### src/rtl/fp_pkg.sv
// Shared single-precision float datapath constants, FSM state encoding and mantissa type.
// Latency: none (declarations only).
// Backpressure: not applicable.
package fp_pkg;

    localparam int EXP_W     = 8;
    localparam int MANT_W    = 23;
    localparam int SHIFT_MAX = MANT_W + 2;

    typedef enum logic [1:0] {
        IDLE  = 2'd0,
        SHIFT = 2'd1,
        DONE  = 2'd2
    } state_e;

    // Mantissa with the hidden bit restored in the MSB.
    typedef logic [MANT_W:0] mant_h_t;

endpackage

### src/rtl/align_shift_step.sv
// One-bit logical right shift of a mantissa with sticky accumulation of the dropped LSB.
// Latency: combinational.
// Backpressure: none; the caller decides when the result is registered.
module align_shift_step #(
    parameter int W = 24
) (
    input  logic [W-1:0] mant_in,
    input  logic         sticky_in,
    output logic [W-1:0] mant_out,
    output logic         sticky_out
);

    // Zero-fill from the top; the bit falling off the bottom joins the sticky.
    assign mant_out   = {1'b0, mant_in[W-1:1]};
    assign sticky_out = sticky_in | mant_in[0];

endmodule

### src/rtl/align_exp_mant.sv
// Aligns two (exp, mant) operands to the larger exponent, shifting the smaller mantissa one bit per cycle.
// Latency: out_valid 2 + min(|exp_a - exp_b|, SHIFT_MAX) cycles after the accept edge.
// Backpressure: one operation in flight; in_ready only in IDLE, result held in DONE until out_ready.
module align_exp_mant #(
    parameter int EXP_W     = fp_pkg::EXP_W,
    parameter int MANT_W    = fp_pkg::MANT_W,
    parameter int SHIFT_MAX = fp_pkg::SHIFT_MAX
) (
    input  logic              clk,
    input  logic              rst_n,
    input  logic              in_valid,
    output logic              in_ready,
    input  logic [EXP_W-1:0]  exp_a,
    input  logic [MANT_W-1:0] mant_a,
    input  logic [EXP_W-1:0]  exp_b,
    input  logic [MANT_W-1:0] mant_b,
    output logic              out_valid,
    input  logic              out_ready,
    output logic [EXP_W-1:0]  exp_out,
    output logic [MANT_W:0]   mant_big,
    output logic [MANT_W:0]   mant_small,
    output logic              sticky,
    output logic              swap
);

    import fp_pkg::*;

    localparam int CNT_W = $clog2(SHIFT_MAX + 1);

    state_e            state_q;
    state_e            state_d;
    logic              started_q;
    logic              out_valid_q;
    logic [CNT_W-1:0]  cnt_q;
    logic              accept;
    logic              swap_d;
    logic [EXP_W:0]    diff;
    logic [MANT_W:0]   mant_a_h;
    logic [MANT_W:0]   mant_b_h;
    logic [MANT_W:0]   step_mant;
    logic              step_sticky;

    // Zero exponent means zero/denormal, so the hidden bit stays clear.
    assign mant_a_h = {(exp_a != '0), mant_a};
    assign mant_b_h = {(exp_b != '0), mant_b};

    // Difference is taken one bit wider than the exponent so it can never wrap.
    assign swap_d = (exp_b > exp_a);
    assign diff   = swap_d ? ({1'b0, exp_b} - {1'b0, exp_a})
                           : ({1'b0, exp_a} - {1'b0, exp_b});
    assign accept = in_valid & in_ready;

    align_shift_step #(.W(MANT_W + 1)) u_step (
        .mant_in    (mant_small),
        .sticky_in  (sticky),
        .mant_out   (step_mant),
        .sticky_out (step_sticky)
    );

    // State register; started_q keeps in_ready low until the first edge after reset release.
    always_ff @(posedge clk or negedge rst_n) begin
        if (!rst_n) begin
            state_q   <= IDLE;
            started_q <= 1'b0;
        end else begin
            state_q   <= state_d;
            started_q <= 1'b1;
        end
    end

    // Next-state: shift until the count drains, then hold the result until it is taken.
    always_comb begin
        state_d = state_q;
        case (state_q)
            IDLE:    if (accept)                     state_d = SHIFT;
            SHIFT:   if (cnt_q == '0)                state_d = DONE;
            DONE:    if (out_valid_q && out_ready)   state_d = IDLE;
            default:                                 state_d = IDLE;
        endcase
    end

    // Outputs decoded from state.
    always_comb begin
        in_ready  = started_q && (state_q == IDLE);
        out_valid = out_valid_q;
    end

    // out_valid is registered off DONE and drops on the handshake edge.
    always_ff @(posedge clk or negedge rst_n) begin
        if (!rst_n) begin
            out_valid_q <= 1'b0;
        end else begin
            out_valid_q <= (state_q == DONE) && !(out_valid_q && out_ready);
        end
    end

    // Datapath: capture operands on accept, then one shift step per SHIFT cycle while cnt is nonzero.
    always_ff @(posedge clk or negedge rst_n) begin
        if (!rst_n) begin
            exp_out    <= '0;
            mant_big   <= '0;
            mant_small <= '0;
            sticky     <= 1'b0;
            swap       <= 1'b0;
            cnt_q      <= '0;
        end else if (accept) begin
            swap       <= swap_d;
            exp_out    <= swap_d ? exp_b    : exp_a;
            mant_big   <= swap_d ? mant_b_h : mant_a_h;
            mant_small <= swap_d ? mant_a_h : mant_b_h;
            sticky     <= 1'b0;
            cnt_q      <= (diff > (EXP_W + 1)'(SHIFT_MAX)) ? CNT_W'(SHIFT_MAX) : CNT_W'(diff);
        end else if ((state_q == SHIFT) && (cnt_q != '0)) begin
            mant_small <= step_mant;
            sticky     <= step_sticky;
            cnt_q      <= cnt_q - CNT_W'(1);
        end
    end

endmodule

### config.mk
export PLATFORM = sky130hd
export DESIGN_NAME = align_exp_mant
export DESIGN_NICKNAME = d
export VERILOG_FILES = /design/src/rtl/fp_pkg.sv /design/src/rtl/align_shift_step.sv /design/src/rtl/align_exp_mant.sv
export SDC_FILE = /design/constraint.sdc
export NUM_CORES = 1
export LEC_CHECK = 0
export CAP_MARGIN = 20
export CORE_ASPECT_RATIO = 1.75
export CORE_MARGIN = 2
export CORE_UTILIZATION = 53
export CTS_BUF_LIST = sky130_fd_sc_hd__clkbuf_4
export DETAILED_ROUTE_END_ITERATION = 10
export GPL_TIMING_DRIVEN = 0
export HOLD_SLACK_MARGIN = 0.08
export PLACE_DENSITY = 0.88
export SLEW_MARGIN = 20
export SYNTH_ARGS = -nofsm -noshare
export SYNTH_HDL_FRONTEND = slang
export SYNTH_SLANG_ARGS = --single-unit
### constraint.sdc
create_clock -name clk -period 2.85 [get_ports clk]
set_input_delay 0.57 -clock clk [delete_from_list [all_inputs] [get_ports clk]]
set_output_delay 0.57 -clock clk [all_outputs]
set_load 0.02 [all_outputs]
==> results.md, run 1 <==
- Number of global-route vias before repair: 4380
- Post-synth top flop: dfrtp_1
- Yosys Warn Count: 0
- Detailed placement HPWL: 10400 µm
- Fin nets: 701
- Reg power frac: 0.313
- Clock slew seen by the registers of the worst setup and hold paths: 0.11 ns
- Top Metal Used: met4
- Syn nets: 561
- Rel. slew slack: 0.574
- Worst Path Required: 3.20 ns
- Mapped Area: 0.00435 mm²
- Initial antenna violation count: 1
- DR vias: 4321
- Setup Skew: 0.0185 ns
- Max-slew violations: 0
- Synth Instances: 475
- Dpl cells: 691
- Synthesis-to-layout area growth: 38.8%
- Number of enable flip-flop cells after synthesis: 0
- Final antenna-violating net count: 0
- Final Critical Period: 2.77 ns
- Power Density: 931 mW/mm²
- Metal3 WL: 763 µm
- H-tree level count: 3
- Final Instance Count excl. Fillers: 711
- Die Ht: 124 µm
- Final period util: 0.973
- WL met2: 7390 µm
- CP Launch Type: input pin
- Wirelength per Cell: 19.0 µm
- Internal: 3.22 mW
- Gpl congestion: 0.932
- DRT iter0 DRCs: 326
- Core box area: 0.00796 mm²
- Cell at the slowest stage of the critical path: or3_1
- Aggregate global-route resource usage: 0.303
- CTS Root Cell: clkbuf_4
- Setup violations, final: 0
- Post-synth top area cell: dfrtp_1
- IO buf count: 125
- Placement Cell Area: 0.00573 mm²
- Seq/Total Area, Yosys: 0.386
- Final Instance Area: 0.00604 mm²
- Synthesis-stage register bit count: 67
- P_sw: 2.40 mW
- TritonCTS Buffers: 9
- CTS tree: yes
- Mean Syn Cell Area: 9.15 µm²
- Final Power: 5.62 mW
- Largest net degree at the start of global routing: 38
- Io pins: 126
- Post-synth top area share: 0.386
- Pre-antenna DRT Iters: 8
- # rows: 43
- Crit-path cells: dlygate4sd2_1 > inv_1 > ha_4 > a21o_1 > or3_1 > o211a_1 > o21ai_4 > buf_6 > mux2i_2 > xor2_1 > a32oi_1 > nor2_1
- Final worst slack: 0.0784 ns
- Layout cells sized above 1: 0.0903
- Drt total wl: 13500 µm
- Die X-Extent: 72.5 µm
- Combinational power share: 0.560
- First-pass GRT wire length: 20900 µm
- Distinct cells, synth: 54
- Leakage: 2.73 nW
- Clock Sink Count: 67
- Vias per cell: 6.08
- Max-Cap Viols: 0
- Switching share of power: 0.427
- Ys async rst share: 1.00
- DRC violations left: 1
- Initial Util: 0.546
- Worst Setup Path Type: input pin to register
- Critical Path Max Stage Delay: 0.34 ns
- CP endpoint kind: register
- Arr. time, crit path: 3.12 ns
- Met1 WL: 4690 µm
- Pre-CTS WS: -0.783 ns
- Worst-margin pin slew: 0.639 ns
- Fmax: 0.361 GHz
- Worst-Skew Late Latency: 0.43 ns
- Clock power frac: 0.126
- Overflow after GRT: 0
- Hold Crit Class: register to register
- Worst vdd ir: 0.509 mV
- Failing checks: DRC
- Status: complete, but fails checks
- CTS max path bufs: 2
- CP max FO: 5
- Die area: 0.00897 mm²
- Final Hold Vio Count: 0
- RSZ-0062 raised after global routing: false
- Synth top area cells: dfrtp_1 (39%), mux2i_1 (12%), a21oi_1 (5.2%)
## registers in the layout, summed over array words and instances (netlist names)
register,count
sticky,1
swap,1
state_q,2
mant_big,24
exp_out,8
started_q,1
out_valid,1
cnt_q,5
mant_small,24
## what timing repair did
item                       in CTS  in global routing
buffers inserted                3                  0
setup endpoints to repair      55                 53
hold endpoints to repair       30                  0
gates resized for setup        30                  9
hold buffers                    1                  0
pin swaps                       8                  6
## power groups by stage
stage	Clock, mW	Sequential (mW)	Combinational [mW]
after floorplan	0	2.24	1.20
after global routing	0.751	1.80	3.39
final	0.711	1.76	3.15
after detailed placement	0	1.77	3.09
after global placement	0	1.74	2.98
after CTS	0.712	1.75	3.14
## cell type report
class,instances,area (µm²)
clock inverter,7,92.6
antenna,1,2.50
timing repair buffer,130,1300
clock buffer,9,67.6
tap,90,113
fill,555,1930
multi-input combinational,355,2520
inverter,22,82.6
sequential,67,1680
buffer,30,180
## critical path: cells and delay by family
kind                       cells  cell delay (ns)
xor gates and xnor gates       1             0.26
buffers and inverters          3             0.55
AOI/OAI and AO/OA              4             0.80
and+or+nand+nor                2             0.46
muxes                          1             0.24
adders and majority gates      1             0.25
## cell families after synthesis
group           Yosys count  share of synthesized area
compound gates          139                      0.201
simple gates            137                      0.163
flops                    67                      0.386
buf+inv                  53                     0.0567
mux                      52                      0.120
fa+ha+maj                20                     0.0610
xor+xnor                  6                     0.0121
other cells               1                   0.000862
## final timing paths
kind                       slack (ns)  depth (start not counted)              to       from
min in group asynchronous        0.62                          2    mant_big[15]      rst_n
setup reg to reg                 0.37                          7  mant_small[20]   cnt_q[0]
setup / recovery                 0.08                         12        cnt_q[2]   exp_a[6]
hold / removal                   0.49                          1       out_valid  out_valid
max in group asynchronous        1.68                          3        cnt_q[4]      rst_n
hold reg to reg                  0.49                          1       out_valid  out_valid
## cell usage after synthesis, drive strengths merged, types with 2 or more instances
library cell   n
dfrtp         67
mux2i         52
a21oi         45
nand2         45
o21ai         42
nor2b         26
a211oi        25
nor2          23
inv           22
clkbuf        18
ha            18
buf           13
nand3          8
nor4           7
nand2b         5
nor3b          5
a21o           4
nor3           4
xor2           4
o21a           3
a31oi          2
a32oi          2
and3           2
and4           2
fa             2
nand4          2
nand4b         2
o2111ai        2
o211ai         2
o21bai         2
o31a           2
or3            2
xnor2          2
## per-layer routing
metal | GRT usage | vias up
li1 | - | 1972
met1 | 0.323 | 2086
met2 | 0.554 | 211
met3 | 0.0477 | 52
met4 | 0.176 | 0
met5 | 0 | -
## cells in the final DEF, fill, tap and decap left out, types with 3 or more instances in the layout
| cell | count |
|---|---|
| o21ai_1 | 3 |
| a211oi_1 | 24 |
| nor2b_1 | 25 |
| ha_1 | 15 |
| clkbuf_1 | 17 |
| buf_2 | 3 |
| dfrtp_1 | 67 |
| a21o_1 | 4 |
| inv_1 | 22 |
| mux2i_1 | 47 |
| nand3_1 | 7 |
| xor2_1 | 4 |
| mux2i_2 | 3 |
| nand2_1 | 44 |
| nor2_1 | 23 |
| nor3_1 | 4 |
| dlygate4sd2_1 | 8 |
| clkbuf_4 | 9 |
| a21oi_1 | 43 |
| o21a_1 | 3 |
| nand2b_1 | 4 |
| nor4_1 | 6 |
| buf_4 | 9 |
| clkdlybuf4s50_1 | 113 |
| nor3b_1 | 4 |
| o21ai_0 | 38 |
| dlymetal6s2s_1 | 3 |
| buf_8 | 3 |
## metrics by stage
stage | TNS [ns] | hold slack [ns] | util
4_1_cts | 0 | 0.494 | 0.753
6_report | 0 | 0.488 | 0.758
5_1_grt | 0 | 0.507 | 0.758
3_5_place_dp | -34.42 | 0.470 | 0.720
2_1_floorplan | 0 | 0.274 | -
3_3_place_gp | -90.43 | 0.464 | 0.717
Note: power is estimated with default switching activity, not from simulation.
==> inputs of run 2 (changes only) <==
--- a/config.mk
+++ b/config.mk
@@ -8,12 +8,13 @@
 export CAP_MARGIN = 20
 export CORE_ASPECT_RATIO = 1.75
 export CORE_MARGIN = 2
-export CORE_UTILIZATION = 53
+export CORE_UTILIZATION = 50
 export CTS_BUF_LIST = sky130_fd_sc_hd__clkbuf_4
 export DETAILED_ROUTE_END_ITERATION = 10
 export GPL_TIMING_DRIVEN = 0
 export HOLD_SLACK_MARGIN = 0.08
-export PLACE_DENSITY = 0.88
+export PLACE_DENSITY = 0.84
+export SKIP_CTS_REPAIR_TIMING = 1
 export SLEW_MARGIN = 20
 export SYNTH_ARGS = -nofsm -noshare
 export SYNTH_HDL_FRONTEND = slang
==> constraint.sdc (replaced) <==
create_clock -name clk -period 3.16 [get_ports clk]
set_input_delay 0.632 -clock clk [delete_from_list [all_inputs] [get_ports clk]]
set_output_delay 0.632 -clock clk [all_outputs]
set_load 0.02 [all_outputs]
==> run 2 against run 1 <==
The flow now finishes without violations; register-to-register slack improved by 0.24 ns; sequential cell count did not move; highest routed layer unchanged; non-clock buffer count is the same; clock skew rose by 0.0039 ns.
==> results.md, run 2 (same netlist as run 1, synthesis figures left out) <==
- Status: finished clean (was complete, but fails checks)
- Worst-Skew Late Latency: 0.43 ns (about the same)
- Layout cells sized above 1: 0.0839 (was 0.0903)
- Final Power: 4.96 mW (was 5.62 mW)
- Wirelength per Cell: 18.1 µm (was 19.0 µm)
- Largest registers: mant_big x24, mant_small x24, exp_out x8 (unchanged)
- Worst Setup Path Type: input pin to register (unchanged)
- Io pins: 126 (unchanged)
- Number of global-route vias before repair: 4220 (was 4380)
- Worst Path Required: 3.47 ns (was 3.20 ns)
- Die Ht: 127 µm (was 124 µm)
- Rel. slew slack: 0.544 (was 0.574)
- CP max FO: 10 (was 5)
- Initial antenna violation count: 1 (unchanged)
- Setup Skew: 0.0224 ns (was 0.0185 ns)
- Drt total wl: 13400 µm (was 13500 µm)
- Fin nets: 701 (unchanged)
- FF-to-FF path depth: 7 (unchanged)
- # rows: 45 (was 43)
- Hold WS: 0.107 ns (was 0.488 ns)
- Vias per cell: 5.79 (was 6.08)
- Fmax: 0.319 GHz
- TritonCTS Buffers: 9 (unchanged)
- DRT iter0 DRCs: 175 (was 326)
- Max-Cap Viols: 0 (unchanged)
- Leakage: 2.71 nW (was 2.73 nW)
- R2R Path Start: cnt_q[0] (unchanged)
- CTS tree: yes (unchanged)
- Pre-antenna DRT Iters: 5 (was 8)
- DRC violations left: 0 (was 1)
- Largest net degree at the start of global routing: 40 (was 38)
- Overflow after GRT: 0 (unchanged)
- First-pass GRT wire length: 20200 µm (was 20900 µm)
- Worst-margin pin slew: 0.684 ns (was 0.639 ns)
- Most common cell after layout, fill and taps aside: clkdlybuf4s50_1 (unchanged)
- Clock Sink Count: 67 (unchanged)
- Worst vdd ir: 0.430 mV (was 0.509 mV)
- Clock slew seen by the registers of the worst setup and hold paths: 0.12 ns (was 0.11 ns)
- IO buf count: 125 (unchanged)
- Hold Crit Class: input pin to asynchronous set/reset pin (was register to register)
- H-tree level count: 3 (unchanged)
- DR vias: 4276 (was 4321)
- Initial Util: 0.508 (was 0.546)
- Power Density: 827 mW/mm² (was 931 mW/mm²)
- CTS max path bufs: 2 (unchanged)
- Most frequent cells in the layout: clkdlybuf4s50_1 (120), dfrtp_1 (67), mux2i_1 (47) (was clkdlybuf4s50_1 (113), dfrtp_1 (67), mux2i_1 (47))
- CP Launch Type: input pin (unchanged)
- CP endpoint kind: register (unchanged)
- Reg2Reg Setup Slack: 0.61 ns (was 0.37 ns)
- Detailed placement HPWL: 10300 µm (was 10400 µm)
- Final Critical Period: 3.13 ns
- Gpl congestion: 0.929 (was 0.932)
- CTS Root Cell: clkbuf_4 (unchanged)
- Synthesis-to-layout area growth: 38.0% (was 38.8%)
- Reg2reg end: mant_small[21] (was mant_small[20])
- Core box area: 0.00856 mm² (was 0.00796 mm²)
- Aggregate global-route resource usage: 0.279 (was 0.303)
- Final antenna-violating net count: 0 (unchanged)
- Layout Utilization: 0.701 (was 0.758)
- Setup violations, final: 0 (unchanged)
- Final Hold Vio Count: 0 (unchanged)
- Arr. time, crit path: 3.44 ns (was 3.12 ns)
- Die X-Extent: 74.5 µm (was 72.5 µm)
- Die area: 0.00949 mm² (was 0.00897 mm²)
- Final period util: 0.992
- Max-slew violations: 0 (unchanged)
-- run 2: changes by cell type in the layout (fill, tap and decap cells not counted), moves of 2 or more --
cell / previous run / this run
mux2i_4: 2 / 0
clkdlybuf4s50_1: 113 / 120
ha_2: 2 / 0
mux2i_2: 3 / 5
dlygate4sd2_1: 8 / 0
buf_2: 3 / 5
ha_1: 15 / 18
-- run 2: through the flow --
stage	setup TNS (ns)	instances	instance area [µm²]	setup slack (ns)
finish	0	738	6000	0.0254
global route	-0.102	738	6000	-0.0542
CTS	-0.163	734	5900	-0.0450
detailed placement	-20.77	718	5760	-0.495
global placement	-63.52	717	5750	-0.688
floorplan	0	475	4350	0.427
-- run 2: power by group --
group	total (mW)	switching [mW]	leakage [nW]	internal (mW)
Combinational	2.81	1.51	1.82	1.29
Sequential	1.58	0.291	0.813	1.29
Clock	0.580	0.329	0.0768	0.251
Total	4.96	2.13	2.71	2.83
-- run 2: cell type report --
cell class	count	area, µm²
clock inverters	6	65.1
fillers	703	2560
inverters	22	82.6
plain buffers	31	171
well taps	117	146
repair buffers	129	1300
clock buffers	10	75.1
multi-input cells	355	2480
flip-flops and latches	67	1680
diodes	1	2.50
-- run 2: how the worst max path moves through the flow --
stage	from	endpoint	slack, ns	cells past startpoint
2_1_floorplan	exp_b[0]	cnt_q[3]	0.43	11
3_3_place_gp	rst_n	mant_big[2]	-0.69	1
3_5_place_dp	exp_a[6]	mant_small[7]	-0.49	11
4_1_cts	exp_a[6]	mant_small[7]	-0.05	11
5_1_grt	exp_a[5]	cnt_q[4]	-0.05	12
6_report	exp_a[5]	cnt_q[4]	0.03	12
-- run 2: per-layer routing --
layer	share of wire	up-vias	track usage
li1	-	1977	-
met1	0.34	2035	0.288
met2	0.54	219	0.497
met3	0.066	45	0.0536
met4	0.049	0	0.171
met5	0	-	0
-- run 2: critical path, stage by stage --
cell	delay, ns
clkdlybuf4s50_1	0.59
inv_1	0.07
ha_1	0.32
buf_2	0.21
and3b_1	0.19
o21ai_0	0.18
nand4_1	0.19
nor4_4	0.36
nand3_1	0.18
o22ai_4	0.24
a32oi_1	0.09
a21o_1	0.18
